==> src/rtl/weight_fetch_sequencer.sv <==
// Weight fetch sequencer: walks a layer's weights in ROM order (neuron-major,
// input-minor), reads them through a combinational ROM and presents each word
// to the MAC stage as a tagged valid/ready beat held in a single output register.
module weight_fetch_sequencer #(
  parameter int DATA_BUS_WIDTH    = 8,
  parameter int ADDRESS_BUS_WIDTH = 16,
  parameter int COUNT_WIDTH       = 8
) (
  input  logic                         clk,
  input  logic                         rst,
  input  logic                         start,
  input  logic [ADDRESS_BUS_WIDTH-1:0] base_address,
  input  logic [COUNT_WIDTH-1:0]       num_neurons,
  input  logic [COUNT_WIDTH-1:0]       num_inputs,
  output logic                         busy,
  output logic                         done,
  output logic [ADDRESS_BUS_WIDTH-1:0] rom_address,
  output logic                         rom_enable,
  input  logic [DATA_BUS_WIDTH-1:0]    rom_data,
  output logic [DATA_BUS_WIDTH-1:0]    w_data,
  output logic                         w_valid,
  input  logic                         w_ready,
  output logic [COUNT_WIDTH-1:0]       w_neuron,
  output logic [COUNT_WIDTH-1:0]       w_input,
  output logic                         w_last_input,
  output logic                         w_last
);

  typedef enum logic [1:0] {
    S_IDLE,
    S_FETCH,
    S_DRAIN,
    S_DONE
  } state_t;

  state_t r_state;
  state_t w_state_next;

  // Layer shape latched at start; fetch-side position counters.
  logic [COUNT_WIDTH-1:0]       r_num_neurons;
  logic [COUNT_WIDTH-1:0]       r_num_inputs;
  logic [COUNT_WIDTH-1:0]       r_fetch_neuron;
  logic [COUNT_WIDTH-1:0]       r_fetch_input;
  logic [ADDRESS_BUS_WIDTH-1:0] r_rom_address;

  // Output register (one beat deep).
  logic [DATA_BUS_WIDTH-1:0]    r_data;
  logic                         r_valid;
  logic [COUNT_WIDTH-1:0]       r_neuron;
  logic [COUNT_WIDTH-1:0]       r_input;
  logic                         r_last_input;
  logic                         r_last;

  logic w_start_go;
  logic w_start_empty;
  logic w_fetch;
  logic w_handshake;
  logic w_fetch_last_input;
  logic w_fetch_final;

  // Decode of the current fetch position and the start request.
  always_comb begin
    w_handshake        = r_valid & w_ready;
    w_fetch_last_input = (r_fetch_input == r_num_inputs - COUNT_WIDTH'(1));
    w_fetch_final      = w_fetch_last_input &&
                         (r_fetch_neuron == r_num_neurons - COUNT_WIDTH'(1));
    w_start_empty      = (num_neurons == '0) || (num_inputs == '0);
    w_start_go         = (r_state == S_IDLE) && start && !w_start_empty;
  end

  // State register.
  always_ff @(posedge clk) begin
    if (rst) r_state <= S_IDLE;
    else     r_state <= w_state_next;
  end

  // Next-state logic, fetch strobe and status outputs.
  always_comb begin
    w_state_next = r_state;
    w_fetch      = 1'b0;
    busy         = 1'b0;
    done         = 1'b0;
    case (r_state)
      S_IDLE: begin
        if (start) w_state_next = w_start_empty ? S_DONE : S_FETCH;
      end
      S_FETCH: begin
        busy    = 1'b1;
        // Refill when the output register is empty or is being drained now.
        w_fetch = !r_valid || w_handshake;
        if (w_fetch && w_fetch_final) w_state_next = S_DRAIN;
      end
      S_DRAIN: begin
        busy = 1'b1;
        if (w_handshake && r_last) w_state_next = S_DONE;
      end
      S_DONE: begin
        done         = 1'b1;
        w_state_next = S_IDLE;
      end
      default: w_state_next = S_IDLE;
    endcase
  end

  // Layer latch, address/index walk and output beat register.
  always_ff @(posedge clk) begin
    if (rst) begin
      r_num_neurons  <= '0;
      r_num_inputs   <= '0;
      r_fetch_neuron <= '0;
      r_fetch_input  <= '0;
      r_rom_address  <= '0;
      r_data         <= '0;
      r_valid        <= 1'b0;
      r_neuron       <= '0;
      r_input        <= '0;
      r_last_input   <= 1'b0;
      r_last         <= 1'b0;
    end else begin
      if (w_start_go) begin
        r_num_neurons  <= num_neurons;
        r_num_inputs   <= num_inputs;
        r_fetch_neuron <= '0;
        r_fetch_input  <= '0;
        r_rom_address  <= base_address;
      end
      if (w_fetch) begin
        r_data       <= rom_data;
        r_neuron     <= r_fetch_neuron;
        r_input      <= r_fetch_input;
        r_last_input <= w_fetch_last_input;
        r_last       <= w_fetch_final;
        r_valid      <= 1'b1;
        // Linear index advances by one per weight, so the address simply
        // increments (wrapping modulo the bus width); it stays on the final
        // address once the layer has been fully fetched.
        if (!w_fetch_final) begin
          r_rom_address <= r_rom_address + ADDRESS_BUS_WIDTH'(1);
          if (w_fetch_last_input) begin
            r_fetch_input  <= '0;
            r_fetch_neuron <= r_fetch_neuron + COUNT_WIDTH'(1);
          end else begin
            r_fetch_input <= r_fetch_input + COUNT_WIDTH'(1);
          end
        end
      end else if (w_handshake) begin
        r_valid <= 1'b0;
      end
    end
  end

  always_comb begin
    rom_address  = r_rom_address;
    rom_enable   = w_fetch;
    w_data       = r_data;
    w_valid      = r_valid;
    w_neuron     = r_neuron;
    w_input      = r_input;
    w_last_input = r_last_input;
    w_last       = r_last;
  end

endmodule

==> config.mk <==
export PLATFORM = sky130hd
export DESIGN_NAME = weight_fetch_sequencer
export DESIGN_NICKNAME = d
export VERILOG_FILES = /design/src/rtl/weight_fetch_sequencer.sv
export SDC_FILE = /design/constraint.sdc
export NUM_CORES = 1
export LEC_CHECK = 0
export CAP_MARGIN = 40
export CORE_MARGIN = 2
export CORE_UTILIZATION = 50
export CTS_BUF_LIST = sky130_fd_sc_hd__clkbuf_16
export DETAILED_ROUTE_END_ITERATION = 12
export PLACE_DENSITY = 0.78
export SKIP_LAST_GASP = 1
export SYNTH_ARGS = -nofsm -noshare
export SYNTH_HDL_FRONTEND = slang
export SYNTH_SLANG_ARGS = --single-unit
==> constraint.sdc <==
create_clock -name clk -period 6.54 [get_ports clk]
set_clock_uncertainty 0.05 [all_clocks]
set_input_delay 1.962 -clock clk [delete_from_list [all_inputs] [get_ports clk]]
set_output_delay 1.962 -clock clk [all_outputs]
set_load 0.1 [all_outputs]
==> impl_metrics.env <==
export IMPL_status="finished clean"
export IMPL_antenna_found_initial=0
export IMPL_die_x_um=94.6
export IMPL_synth_simple_area_share_pct=30.1
export IMPL_synthAdderAreaFrac_pct=3.05
export IMPL_cp_required_ns=4.53
export IMPL_synth_top_area_share_pct=37.6
export IMPL_rows=33
export IMPL_slew_viol_final=0
export IMPL_p_leak_nw=2.25
export IMPL_r2r_start="r_num_inputs[0]"
export IMPL_synth_xor_area_share_pct=4.06
export IMPL_synth_seq_area_share_pct=37.6
export IMPL_hold_violations=0
export IMPL_grt_overflow_total=0
export IMPL_syn_nets=596
export IMPL_path_clk_slew_ns=0.06
export IMPL_layout_nets=712
export IMPL_die_area_mm2=0.00895
export IMPL_synth_ff_type="dfxtp_1"
export IMPL_antenna_cells=0
export IMPL_gp_congestion=0.809
export IMPL_synthMuxAreaShare_pct=0.244
export IMPL_avgSynthCellArea_um2=7.57
export IMPL_drt_vias_per_instance=5.56
export IMPL_postRouteAntennaNets=0
export IMPL_sw_frac_of_total_pct=45.2
export IMPL_power_density_mw_per_mm2=377
export IMPL_ir_drop_mv=0.176
export IMPL_yosysMostFrequentCell="nand2_1"
export IMPL_clock_path_buffers=2
export IMPL_maxSlewHeadroom_pct=39.0
export IMPL_yosys_top_cells_count="nand2_1 (136), dfxtp_1 (77), a21oi_1 (60)"
export IMPL_cts_buffers=9
export IMPL_tns_ns=0
export IMPL_synth_compound_area_share_pct=20.1
export IMPL_port_buffers=89
export IMPL_critPathLaunch="w_ready"
export IMPL_cts_htree_levels=3
export IMPL_drive_gt1_share_pct=12.7
export IMPL_power_frac_comb_pct=51.9
export IMPL_pwr_share_clk_pct=21.1
export IMPL_grt_first_pass_wirelength_um=18800
export IMPL_layout_setup_ws_ns=1.18
export IMPL_synth_edf_count=0
export IMPL_fp_coreArea_mm2=0.00809
export IMPL_cap_violations=0
export IMPL_ios=90
export IMPL_die_h_um=94.6
export IMPL_first_global_vias=4209
export IMPL_ys_warn_count=0
export IMPL_arrival_ns=3.35
export IMPL_setup_viol=0
export IMPL_fin_crit_ns=5.36
export IMPL_hp_start="w_data[3]"
export IMPL_synth_cell_types=52
export IMPL_min_path_type="reg -> reg"
export IMPL_rsz0062_at_grt="no"
export IMPL_cts_root_buf="clkbuf_16"
export IMPL_period_share_pct=81.9
export IMPL_switchingPower_mw=1.03
export IMPL_fmax_mhz=187
export IMPL_netlist_area_mm2=0.00410
export IMPL_cp_max_fo=28
export IMPL_synth_top_family_by_area="simple AND/OR/NAND/NOR gates"
export IMPL_yosys_area_top_type="dfxtp_1"
export IMPL_ys_ff_latch=77
export IMPL_syn_inst=542
export IMPL_drt_initial_drc_count=229
export IMPL_drc=0
export IMPL_num_vias=4262
export IMPL_async_flop_share_pct=0
export IMPL_cts_tree="yes"
export IMPL_start_util_pct=50.7
export IMPL_criticalPathCategory="in -> out"
export IMPL_synth_area_top_cells="dfxtp_1 (38%), nand2_1 (12%), a21oi_1 (7.3%), nand3_1 (3.8%), a21o_1 (3.1%)"
export IMPL_firstDrtPassIters=7
export IMPL_worstSkewPairLatency_ns=0.33
export IMPL_post_place_ws_ns=1.21
export IMPL_post_cts_buffers=0
export IMPL_grt_max_degree=75
export IMPL_area_growth_pct=48.1
export IMPL_hpwlAfterDp_um=8270
export IMPL_sequentialPowerShare_pct=27.0
export IMPL_wl_per_cell_um=14.9
export IMPL_worstSetupEndpointType="output pin"
export IMPL_setup_worst_path_start_class="input pin"
export IMPL_tightest_slew_ns=0.915
export IMPL_cts_hold_buf=0
export IMPL_wl_um=11400
export IMPL_internal_power_mw=1.25
export IMPL_grt_usage_pct=26.4
export IMPL_cts_sinks=77
export IMPL_cts_resized=0
## cell families (layout without fill, tap and decap cells)
logic type / Yosys count / in the layout
buffers and inverters: 49 / 169
adder cells (fa/ha/maj): 10 / 10
flip-flops: 77 / 77
AND/OR/NAND/NOR: 256 / 256
multiplexers: 1 / 1
XOR/XNOR: 19 / 19
AO/OA/AOI/OAI: 130 / 130
## registers in the layout, summed over array words and instances (netlist names)
signal	flops
rom_address	16
r_fetch_input	8
r_fetch_neuron	8
r_num_inputs	8
r_num_neurons	8
w_data	8
w_input	8
w_neuron	8
r_state	2
w_last	1
w_last_input	1
w_valid	1
## worst max-delay path, stage by stage
cell             delay, ns
clkdlybuf4s50_1       0.47
nand2b_1              0.13
nand2_1               0.10
inv_2                 0.42
buf_12                0.25
## final timing paths
| check | slack, ns | cells after the start | endpoint |
|---|---|---|---|
| setup / recovery | 1.18 | 5 | rom_enable |
| hold / removal | 0.41 | 2 | w_data[3] |
| setup reg to reg | 3.27 | 9 | r_fetch_neuron[2] |
| hold reg to reg | 0.41 | 2 | w_data[3] |
## power by group through the flow
stage	registers (mW)	logic [mW]	clock network, mW
2_1_floorplan	0.897	0.505	0
3_3_place_gp	0.620	0.986	0
3_5_place_dp	0.625	1.18	0
4_1_cts	0.615	1.19	0.490
5_1_grt	0.628	1.26	0.509
6_report	0.617	1.19	0.483
## stage by stage
stage	instance area, um2	cells	hold slack (ns)	total power [mW]	util (%)
3_3_place_gp	5030	706	0.393	1.61	62.2
3_5_place_dp	5790	752	0.398	1.81	71.5
4_1_cts	6080	767	0.406	2.29	75.1
6_report	6080	767	0.407	2.29	75.1
5_1_grt	6080	767	0.428	2.40	75.1
2_1_floorplan	4100	542	0.398	1.40	-
## routing by layer
layer	part of all wire, %	wire length (um)	vias to the layer above	GRT usage, %
met5	0	0	-	0
met2	52	5980	111	47.7
met4	3.1	351	0	11.5
met1	40	4600	2005	29.7
met3	4.3	486	32	5.91
li1	-	-	2114	-
## cells in the final DEF, fill, tap and decap left out, drive strengths merged, types with 7 or more instances in the layout
master / synthesis / final
clkdlybuf4s50: 0 / 87
nand2: 136 / 136
dfxtp: 77 / 77
xnor2: 9 / 9
nand2b: 11 / 11
nor2: 18 / 18
clkbuf: 26 / 9
inv: 14 / 14
or2: 7 / 7
xor2: 10 / 10
a31oi: 20 / 20
nor4: 7 / 7
nand3: 31 / 31
buf: 9 / 53
a21o: 17 / 17
and3: 8 / 8
ha: 10 / 10
a21oi: 60 / 60
## final cells by class
cell class              count  area (um2)
multi-input cells         416        2370
flip-flops and latches     77        1540
clock buffers               9         225
inverters                  14        52.6
repair buffers            140        1690
well taps                 105         131
clock inverters             6        65.1
fillers                   588        2020
No activity file was read; power rests on OpenSTA's default activity.
